--- config.mk ---
export PLATFORM = sky130hd
export DESIGN_NAME = lsu_byte_sequencer
export DESIGN_NICKNAME = d
export VERILOG_FILES = /design/src/rtl/lsu_byte_sequencer.sv
export SDC_FILE = /design/constraint.sdc
export NUM_CORES = 1
export LEC_CHECK = 0
export BUFFER_PORTS_ARGS = -buffer_cell sky130_fd_sc_hd__clkbuf_2
export CAP_MARGIN = 20
export CORE_MARGIN = 3
export CORE_UTILIZATION = 40
export CTS_BUF_LIST = sky130_fd_sc_hd__clkbuf_4 sky130_fd_sc_hd__clkbuf_8
export CTS_CLUSTER_SIZE = 28
export DETAILED_ROUTE_END_ITERATION = 12
export SLEW_MARGIN = 20
export SYNTH_ARGS = -nofsm -noshare
export SYNTH_HDL_FRONTEND = slang
export SYNTH_SLANG_ARGS = --single-unit
--- constraint.sdc ---
create_clock -name clk_i -period 5.4 [get_ports clk_i]
set_clock_uncertainty 0.2 [all_clocks]
set_input_delay 1.35 -clock clk_i [delete_from_list [all_inputs] [get_ports clk_i]]
set_output_delay 1.35 -clock clk_i [all_outputs]
set_load 0.01 [all_outputs]
--- src/rtl/lsu_byte_sequencer.sv ---
// lsu_byte_sequencer: splits one 32-bit word load/store into four byte beats on a
// byte-wide data memory. The beats go out little-endian, starting at the base
// address. For loads, the returned bytes are assembled into a word that is
// presented with a one-cycle completion pulse.
//
// Request handshake: a request is accepted on a rising clk_i edge where both
// req_valid_i and req_ready_o are high. req_ready_o is high only while the
// sequencer is idle. req_* inputs are sampled only on an accepting edge, so the
// requester may change or hold them freely at any other time.
module lsu_byte_sequencer #(
    parameter int ADDR_W = 32
) (
    input  logic              clk_i,
    input  logic              rst_i,
    input  logic              req_valid_i,
    output logic              req_ready_o,
    input  logic              req_write_i,
    input  logic [ADDR_W-1:0] req_addr_i,
    input  logic [31:0]       req_wdata_i,
    output logic              resp_valid_o,
    output logic [31:0]       resp_rdata_o,
    output logic              busy_o,
    output logic [ADDR_W-1:0] mem_addr_o,
    output logic [7:0]        mem_wdata_o,
    output logic              mem_write_o,
    output logic              mem_read_o,
    input  logic [7:0]        mem_rdata_i,
    output logic [1:0]        dbg_state_o
);

    localparam logic [1:0] ST_IDLE = 2'd0;
    localparam logic [1:0] ST_XFER = 2'd1;
    localparam logic [1:0] ST_RESP = 2'd2;

    logic [1:0]        state_q;
    logic [1:0]        cnt_q;
    logic              write_q;
    logic [ADDR_W-1:0] addr_q;
    logic [31:0]       wdata_q;
    logic [23:0]       rdata_q;      // load bytes 0..2; byte 3 goes straight to resp_rdata_q
    logic [31:0]       resp_rdata_q;
    logic [7:0]        beat_wbyte;

    // Control FSM, beat counter, request capture and load-data assembly.
    always_ff @(posedge clk_i or negedge rst_i) begin
        if (!rst_i) begin
            state_q      <= ST_IDLE;
            cnt_q        <= 2'd0;
            write_q      <= 1'b0;
            addr_q       <= '0;
            wdata_q      <= 32'd0;
            rdata_q      <= 24'd0;
            resp_rdata_q <= 32'd0;
        end else begin
            case (state_q)
                ST_IDLE: begin
                    if (req_valid_i) begin
                        write_q <= req_write_i;
                        addr_q  <= req_addr_i;
                        wdata_q <= req_wdata_i;
                        cnt_q   <= 2'd0;
                        rdata_q <= 24'd0;
                        state_q <= ST_XFER;
                    end
                end
                ST_XFER: begin
                    if (!write_q) begin
                        case (cnt_q)
                            2'd0:    rdata_q[7:0]   <= mem_rdata_i;
                            2'd1:    rdata_q[15:8]  <= mem_rdata_i;
                            2'd2:    rdata_q[23:16] <= mem_rdata_i;
                            default: rdata_q        <= rdata_q;
                        endcase
                    end
                    cnt_q <= cnt_q + 2'd1;
                    if (cnt_q == 2'd3) begin
                        // Last beat: the final load byte is folded in on the same edge.
                        resp_rdata_q <= write_q ? 32'd0 : {mem_rdata_i, rdata_q};
                        state_q      <= ST_RESP;
                    end
                end
                ST_RESP: begin
                    state_q <= ST_IDLE;
                end
                default: begin
                    state_q <= ST_IDLE;
                end
            endcase
        end
    end

    // Little-endian byte select of the store word for the current beat.
    always_comb begin
        beat_wbyte = 8'd0;
        case (cnt_q)
            2'd0: beat_wbyte = wdata_q[7:0];
            2'd1: beat_wbyte = wdata_q[15:8];
            2'd2: beat_wbyte = wdata_q[23:16];
            2'd3: beat_wbyte = wdata_q[31:24];
            default: beat_wbyte = 8'd0;
        endcase
    end

    // Memory-side outputs are driven only during XFER and are forced to zero otherwise.
    always_comb begin
        mem_addr_o  = '0;
        mem_wdata_o = 8'd0;
        mem_write_o = 1'b0;
        mem_read_o  = 1'b0;
        if (state_q == ST_XFER) begin
            mem_addr_o  = addr_q + ADDR_W'(cnt_q);
            mem_write_o = write_q;
            mem_read_o  = !write_q;
            mem_wdata_o = write_q ? beat_wbyte : 8'd0;
        end
    end

    assign req_ready_o  = (state_q == ST_IDLE);
    assign busy_o       = (state_q == ST_XFER) || (state_q == ST_RESP);
    assign resp_valid_o = (state_q == ST_RESP);
    assign resp_rdata_o = resp_rdata_q;
    assign dbg_state_o  = state_q;

endmodule

==> results of run 1 <==
-- synthesized netlist by cell type --
cell type	instances
and4_1	4
mux2_2	66
a21o_1	1
and3_2	1
nand3_1	10
o31ai_1	12
nor2_1	28
and3_1	2
nand3_4	1
ha_1	9
or4_2	2
or3_2	2
nand4bb_1	1
xor2_1	5
buf_6	2
inv_1	10
nand2b_1	35
nor4_1	1
xnor2_1	5
a21oi_1	31
or3_1	5
clkbuf_1	32
fa_1	1
nor3_1	2
or4_4	1
clkinv_1	1
nand2_1	77
dfrtp_1	125
o21ai_1	3
mux2i_1	1
and2_1	2
o21ai_0	65
a222oi_1	8
nand4_1	8
nand4_4	1
or4_1	10
nor2b_1	3
-- cell type report --
type	instances	area [sq um]
inverters	11	41.29
well taps	184	230.2
flip-flops and latches	125	3128
repair buffers	160	818.3
clock buffers	20	275.3
fillers	1380	7310
clock inverters	12	118.9
multi-input cells	403	2668
-- where the power goes --
group,switching (mW),internal (mW)
Combinational,0.976,0.779
Clock,0.365,0.441
Sequential,0.328,1.34
Total,1.67,2.56
-- worst max-delay path: stages, from the launching register on --
cell	delay, ps
dfrtp_1	450
ha_1	310
a21o_1	220
nand4bb_1	530
or4_1	690
a21oi_1	160
clkbuf_2	150
-- flip-flops by register name, indices dropped and copies added, names as in the netlist --
signal	flops
dbg_state_o	2
resp_rdata_o	32
addr_q	32
rdata_q	24
wdata_q	32
write_q	1
cnt_q	2
-- kinds of logic (layout without fill, tap and decap cells) --
logic type,after synthesis,count (layout)
compound gates,120,120
xor+xnor,10,10
fa+ha+maj,10,10
buf+inv,45,203
flops,125,125
mux,67,67
simple gates,196,196
-- per-layer routing --
| layer | track usage [%] | routed length [microns] | vias to the layer above |
|---|---|---|---|
| met3 | 5.750 | 937 | 20 |
| met4 | 6.804 | 293 | 0 |
| met1 | 23.35 | 6398 | 2288 |
| met2 | 28.90 | 6943 | 143 |
| met5 | 0 | 0 | - |
| li1 | - | - | 2309 |
-- path summary, 6_finish.rpt --
kind,start,to
setup reg to reg,dbg_state_o[1],wdata_q[29]
hold reg to reg,resp_rdata_o[19],resp_rdata_o[19]
max in group asynchronous,rst_i,rdata_q[16]
hold / removal,resp_rdata_o[19],resp_rdata_o[19]
setup / recovery,cnt_q[1],mem_addr_o[31]
min in group asynchronous,rst_i,resp_rdata_o[4]
-- placed cells by master, fill, tap and decap left out, types with 2 or more instances in the layout --
cell type / synthesis / final
clkbuf_2: 0 / 153
dfrtp_1: 125 / 125
nand2_1: 77 / 75
mux2_2: 66 / 66
o21ai_0: 65 / 65
nand2b_1: 35 / 35
a21oi_1: 31 / 31
nor2_1: 28 / 28
clkbuf_8: 0 / 20
o31ai_1: 12 / 12
inv_1: 10 / 10
nand3_1: 10 / 10
or4_1: 10 / 10
ha_1: 9 / 9
nand4_1: 8 / 8
a222oi_1: 8 / 8
clkinv_2: 0 / 7
buf_4: 0 / 7
or3_1: 5 / 5
xnor2_1: 5 / 5
xor2_1: 5 / 5
and4_1: 4 / 4
nor2b_1: 3 / 3
o21ai_1: 3 / 3
and3_1: 2 / 2
or3_2: 2 / 2
or4_2: 2 / 2
nor3_1: 2 / 2
and2_1: 2 / 2
nand2_2: 0 / 2
bufinv_16: 0 / 2
clkinvlp_4: 0 / 2
==> metrics.cfg, run 1 <==
[logic_synthesis]
synth_warnings = 0
synthXorXnorAreaFrac_pct = 1.466
syn_inst = 573
seq_area_frac_synth_pct = 52.36
synth_area_sq_um = 5974
synth_area_leaders = dfrtp_1 (52%), mux2_2 (12%), o21ai_0 (5.4%)
synth.distinct_cells = 37
synth_seq_cells = 125
synth_fa_ha_area_share_pct = 2.220
postSynthAreaPerCell_sq_um = 10.43
synth-simple-area-share_pct = 17.01
synth_top_area_share_pct = 52.36
yosysTopAreaCell = dfrtp_1
synthMuxAreaShare_pct = 12.61
synth_top_family_by_area = simple AND/OR/NAND/NOR gates
syn_nets = 659
synth-compound-area-share_pct = 11.27

[cts]
cts.clk_slew.worst_paths_ps = 70
root_buffer = clkbuf_8
cts_buffers = 17
insertion_delay_ps = 430
post-cts-setup-buffers = 0
clock_path_buffers = 2
hold_buffers = 0
cts.sinks = 125
htree_num_levels = 4
cts_tree = done
cts_resized = 0

[floorplanning]
core_area_sq_um = 14590
initial_core_util_pct = 40.95
fp.dieH_microns = 128.2
dieArea_sq_um = 16440
ios = 155
die-width_microns = 128.2
row_count = 44

[critical_path]
crit_fanout = 17
start_kind = flop
path_class = flop to primary output
reg2reg_setup_slack_ps = 2730
ff2ff_path_depth = 5
arrival_ps = 2940
endpoint_kind = primary output
worstPathRequired_ps = 3850

[power_and_ir_drop]
fin_total_pwr_mw = 4.226
p_per_area_nw_per_um2 = 580.5
ir_drop_uv = 335.1
leakage_nw = 3.348

[grt]
first_global_vias = 4752
grt_use_total_pct = 18.22
grt_pass1_wl_mm = 23.66
antenna_found_initial = 0
grt_max_degree = 65
grt.overflow.total = 0

[placement]
preCtsSetupSlack_ps = 1395
dp.cells = 883
portBuffers = 154
place.gp.congestion = 0.9378
dp_hpwl_mm = 10.41
postPlaceCellArea_sq_um = 6885

[cells_and_area]
fin_nets = 804
finalInstanceArea_sq_um = 7279
antennaDiodeCount = 0
drive_gt1_share_pct = 36.66
layoutNonFillerInstCount = 915
syn2layout_area_growth_pct = 21.84
final_util_pct = 49.90

[detailed_routing]
drt-pass1-iter-count = 5
routed_wl_mm = 14.57
via_per_inst = 5.202
drc_errors = 0
routedWlPerCell_microns = 15.93
drt_iter0_drc = 271
vias = 4760
antenna_left = 0

[run]
cap_violations = 0

[timing]
setup_viol = 0
tightest_slew_ps = 963.3
maxSlewHeadroom_pct = 35.55
finalSetupTns_ps = 0
finalWorstSetupSlack_ps = 914.3
hold_viol_final = 0
fin_hold_ws_ps = 280.7
fin_crit_sh_pct = 83.07
slew_viol_final = 0
fmax_mhz = 222.9
min_period_ps = 4486
rsz0062_at_grt = no

[hold_path]
hold-path-cell-count = 2
hp-class = flop to flop

[run_status]
outcome = finished, final reports clean

(Power assumes the default switching activity.)
==> inputs of run 2 (changes only) <==
--- a/config.mk
+++ b/config.mk
@@ -12,6 +12,7 @@
 export CTS_BUF_LIST = sky130_fd_sc_hd__clkbuf_4 sky130_fd_sc_hd__clkbuf_8
 export CTS_CLUSTER_SIZE = 28
 export DETAILED_ROUTE_END_ITERATION = 12
+export PLACE_DENSITY = 0.66
 export SLEW_MARGIN = 20
 export SYNTH_ARGS = -nofsm -noshare
 export SYNTH_HDL_FRONTEND = slang
==> constraint.sdc (replaced) <==
create_clock -name clk_i -period 3.7 [get_ports clk_i]
set_clock_uncertainty 0.2 [all_clocks]
set_input_delay 0.925 -clock clk_i [delete_from_list [all_inputs] [get_ports clk_i]]
set_output_delay 0.925 -clock clk_i [all_outputs]
set_load 0.01 [all_outputs]
==> run 2 against run 1 <==
Effect of this change:
- the flow now finishes with violations (setup timing)
- non-clock buffer count up 15
- clock-buffer cell count grew 4
- clock power is 64% higher
- routed wire length is 3.1% higher
- largest cell class unchanged
- largest power group unchanged
==> metrics.cfg, run 2 (same netlist as run 1, synthesis figures left out) <==
[grt]
grt_max_degree = 65
grt_pass1_wl_mm = 24.04
grt_use_total_pct = 18.67
first_global_vias = 4830
antenna_found_initial = 1
grt.overflow.total = 0

[detailed_routing]
routed_wl_mm = 15.03
via_per_inst = 5.229
routedWlPerCell_microns = 16.16
drc_errors = 0
vias = 4863
antenna_left = 0
drt-pass1-iter-count = 5
drt_iter0_drc = 225

[critical_path]
max_stage_delay_ps = 500
worstPathCellList = ha_4 > fa_2 > nand4_4 > or4_4 > buf_6 > buf_4 > or3_1 > a21oi_1 > buf_2
crit_buf_inv = 3
start_kind = flop
crit_family = simple AND/OR/NAND/NOR gates
crit_fanout = 7
arrival_ps = 2640
endpoint_kind = primary output
worstPathRequired_ps = 2570
path_class = flop to primary output
cp_slowest_cell = or4_4

[cts]
insertion_delay_ps = 440
clock_path_buffers = 2
cts_tree = done
cts.sinks = 125
htree_num_levels = 4
cts_buffers = 17
hold_buffers = 0
cts.clk_slew.worst_paths_ps = 70
root_buffer = clkbuf_8

[run_status]
outcome = finished, violations left
violations = setup timing

[placement]
dp_hpwl_mm = 10.44
postPlaceCellArea_sq_um = 6925
dp.cells = 887
place.gp.congestion = 0.8276
preCtsSetupSlack_ps = 179.3
portBuffers = 154

[cells_and_area]
final_common_cell = clkbuf_2
finalInstanceArea_sq_um = 7492
final_util_pct = 51.36
drive_gt1_share_pct = 38.93
fill_cells = 1349
layoutNonFillerInstCount = 930
fin_nets = 819
syn2layout_area_growth_pct = 25.40
layout_common_cells = clkbuf_2 (145), dfrtp_1 (124), nand2_1 (76), mux2_2 (66), o21ai_0 (65)

[timing]
setup_viol = 6
fin_crit_sh_pct = 101.7
fmax_mhz = 265.7
tightest_slew_ps = 936.7
maxSlewHeadroom_pct = 37.13
slew_viol_final = 0
fin_hold_ws_ps = 277.2
rsz0062_at_grt = yes
finalSetupTns_ps = -282.0
finalWorstSetupSlack_ps = -63.18
hold_viol_final = 0
min_period_ps = 3763

[power_and_ir_drop]
ir_drop_uv = 379.6
fin_total_pwr_mw = 6.423
leakage_nw = 3.452
p_per_area_nw_per_um2 = 857.4

[floorplanning]
row_count = 44
fp.dieH_microns = 128.2
core_area_sq_um = 14590
ios = 155
initial_core_util_pct = 40.95
die-width_microns = 128.2
dieArea_sq_um = 16440

[run]
cap_violations = 0

[hold_path]
hp-class = flop to flop

[run 2: final timing paths]
path,from,to,slack [ps],depth (start not counted)
min in group asynchronous,rst_i,resp_rdata_o[6],320,1
worst max-delay path,cnt_q[0],mem_addr_o[20],-60,9
worst min register to register,resp_rdata_o[11],resp_rdata_o[11],280,2
max in group asynchronous,rst_i,cnt_q[1],2200,2
worst min-delay path,resp_rdata_o[11],resp_rdata_o[11],280,2
worst max register to register,dbg_state_o[1],rdata_q[2],1010,6
[run 2: power breakdown]
group          internal, mW  switching [mW]  total, mW
clock                 0.812           0.511       1.32
combinational          1.20            1.47       2.67
sequential             1.95           0.479       2.43
[run 2: worst min-delay path, stage by stage, from the launching register on]
cell and delay (ps):
dfrtp_1 340, nand2_1 50, o21ai_0 60
[run 2: cell type report]
type | instances | area, sq um | area share, %
Antenna cell | 1 | 2.502 | 0.03340
Timing Repair Buffer | 175 | 944.7 | 12.61
Clock buffer | 24 | 305.3 | 4.075
Multi-Input combinational cell | 403 | 2704 | 36.09
Sequential cell | 125 | 3129 | 41.77
Inverter | 11 | 41.29 | 0.5511
Tap cell | 184 | 230.2 | 3.073
Clock inverter | 7 | 135.1 | 1.804
[run 2: repair_timing]
| item | in CTS | in global routing |
|---|---|---|
| gates resized for setup | 8 | 12 |
| pin swaps | 12 | 4 |
| endpoints found under the setup margin | 10 | 14 |
| endpoints found under the hold margin | 0 | 0 |
| buffers inserted | 7 | 4 |
[run 2: layer usage]
layer / vias to the layer above / global-route usage [%] / wire (microns)
met3: 33 / 6.042 / 937
met4: 0 / 8.801 / 464
met5: - / 0 / 0
li1: 2337 / - / -
met1: 2334 / 23.00 / 6317
met2: 159 / 29.70 / 7308
==> inputs of run 3 (changes only) <==
--- a/config.mk
+++ b/config.mk
@@ -5,6 +5,7 @@
 export SDC_FILE = /design/constraint.sdc
 export NUM_CORES = 1
 export LEC_CHECK = 0
+export ABC_CLOCK_PERIOD_IN_PS = 3700
 export BUFFER_PORTS_ARGS = -buffer_cell sky130_fd_sc_hd__clkbuf_2
 export CAP_MARGIN = 20
 export CORE_MARGIN = 3
@@ -13,6 +14,7 @@
 export CTS_CLUSTER_SIZE = 28
 export DETAILED_ROUTE_END_ITERATION = 12
 export PLACE_DENSITY = 0.66
+export RECOVER_POWER = 50
 export SLEW_MARGIN = 20
 export SYNTH_ARGS = -nofsm -noshare
 export SYNTH_HDL_FRONTEND = slang
==> run 3 against run 2 <==
Effect of this change:
- the flow finishes with violations (capacitance limit, slew limit, setup timing)
- largest power group unchanged
- critical path type unchanged
- highest routed layer unchanged
- register-to-register slack got worse by 220 ps
- worst hold slack barely moved
- critical path depth unchanged
- global-route usage unchanged
==> metrics.cfg, run 3 (same netlist as run 1, synthesis figures left out) <==
[run_status]
outcome = finished, violations left
violations = capacitance limit, slew limit, setup timing

[critical_path]
ff2ff_path_depth = 5
crit_end = mem_addr_o[20]
rr_startpoint = dbg_state_o[1]
crit_start = cnt_q[0]
path_class = flop to primary output
endpoint_kind = primary output
crit_fanout = 7
reg2reg_setup_slack_ps = 790
worstPathRequired_ps = 2570
start_kind = flop
r2r_end = wdata_q[30]
arrival_ps = 2640

[cells_and_area]
finalInstanceArea_sq_um = 7467
syn2layout_area_growth_pct = 24.98
fin_nets = 819
drive_gt1_share_pct = 38.52
final_common_cell = clkbuf_2
layoutNonFillerInstCount = 930
fill_cells = 1350
layout_common_cells = clkbuf_2 (147), dfrtp_1 (124), nand2_1 (76), o21ai_0 (65), mux2_2 (65)

[cts]
insertion_delay_ps = 440
cts.sinks = 125
cts.clk_slew.worst_paths_ps = 70
cts_tree = done
htree_num_levels = 4
clock_path_buffers = 2
cts_buffers = 17
hold_buffers = 0
root_buffer = clkbuf_8

[timing]
slew_viol_final = 33
min_period_ps = 3766
hold_viol_final = 0
tightest_slew_ps = 1762
rsz0062_at_grt = yes
setup_viol = 6
maxSlewHeadroom_pct = -17.50
fmax_mhz = 265.5
fin_crit_sh_pct = 101.8
finalWorstSetupSlack_ps = -66.13

[grt]
antenna_found_initial = 1
grt.overflow.total = 0
first_global_vias = 4830
grt_pass1_wl_mm = 24.04
grt_use_total_pct = 18.67
grt_max_degree = 65

[floorplanning]
core_area_sq_um = 14590
fp.dieH_microns = 128.2
initial_core_util_pct = 40.95
row_count = 44
dieArea_sq_um = 16440
ios = 155
die-width_microns = 128.2

[detailed_routing]
drt_iter0_drc = 235
routedWlPerCell_microns = 16.12
vias = 4859
antenna_left = 0
drt-met1-wl_mm = 6.301
top_layer_used = met4
wl_met3_microns = 916
wl_met2_mm = 7.316
drt-pass1-iter-count = 5
via_per_inst = 5.225
drc_errors = 0
routed_wl_mm = 15.00

[run]
cap_violations = 1

[placement]
portBuffers = 154
dp_hpwl_mm = 10.44
postPlaceCellArea_sq_um = 6925
dp.cells = 887
place.gp.congestion = 0.8276

[power_and_ir_drop]
leakage_nw = 3.439
p_comb_share_pct = 41.5
p_per_area_nw_per_um2 = 860.1
switching_share_pct = 38.36
clockPowerShare_pct = 20.6
switchingPower_mw = 2.464
ir_drop_uv = 379.6
internal-power_mw = 3.959
power_frac_seq_pct = 37.8

[hold_path]
min-delay-start = resp_rdata_o[11]
hp-class = flop to flop

==> run 3: timing repair <==
item | CTS | global route
pin swaps | 12 | 4
buffers inserted | 7 | 4
gates resized for setup | 8 | 12
setup endpoints to repair | 10 | 14
==> run 3: metrics by stage <==
stage	util [%]	power (mW)	worst slack [ps]	setup TNS (ps)	hold WS, ps
global route	51.18	6.932	-198.1	-1293	307.0
floorplan	-	4.118	436.3	0	250.9
detailed placement	47.47	5.078	179.3	0	269.3
global placement	47.47	4.969	276.2	0	261.4
CTS	51.00	6.468	-145.1	-676.0	284.4
finish	51.18	6.423	-66.13	-300.4	277.2
==> run 3: layer usage <==
layer,up-vias,global-route usage (%)
li1,2339,-
met1,2335,23.00
met2,152,29.70
met3,33,6.042
met4,0,8.801
met5,-,0
==> run 3: how the worst min path moves through the flow <==
| stage | end | cells after the start | slack [ps] |
|---|---|---|---|
| finish | resp_rdata_o[11] | 2 | 280 |
| global route | resp_rdata_o[5] | 2 | 310 |
| CTS | resp_rdata_o[11] | 2 | 280 |
| detailed placement | resp_rdata_o[11] | 2 | 270 |
| global placement | resp_rdata_o[31] | 2 | 260 |
| floorplan | rdata_q[0] | 2 | 250 |
==> run 3: power by group through the flow <==
stage	combinational, mW	sequential (mW)	clock [mW]
after CTS	2.69	2.42	1.36
after detailed placement	2.63	2.45	0
after global placement	2.56	2.41	0
after floorplan	1.74	2.38	0
after global routing	2.99	2.52	1.43
final	2.67	2.43	1.32
==> run 3: final cells by class <==
class	count	area, sq um	area share (%)
Sequential cell	125	3129	41.91
Multi-Input combinational cell	403	2704	36.21
Timing Repair Buffer	175	919.6	12.32
Clock buffer	24	305.3	4.088
Tap cell	184	230.2	3.083
Clock inverter	7	135.1	1.810
Inverter	11	41.29	0.5529
Antenna cell	1	2.502	0.03351
==> run 3: worst max-delay path, cell delays in order, from the launching register on <==
cell     delay, ps
dfrtp_1        400
ha_4           160
fa_2           220
nand4_4         80
or4_4          500
buf_6          150
buf_4          130
or3_1          290
a21oi_1        130
buf_2          150
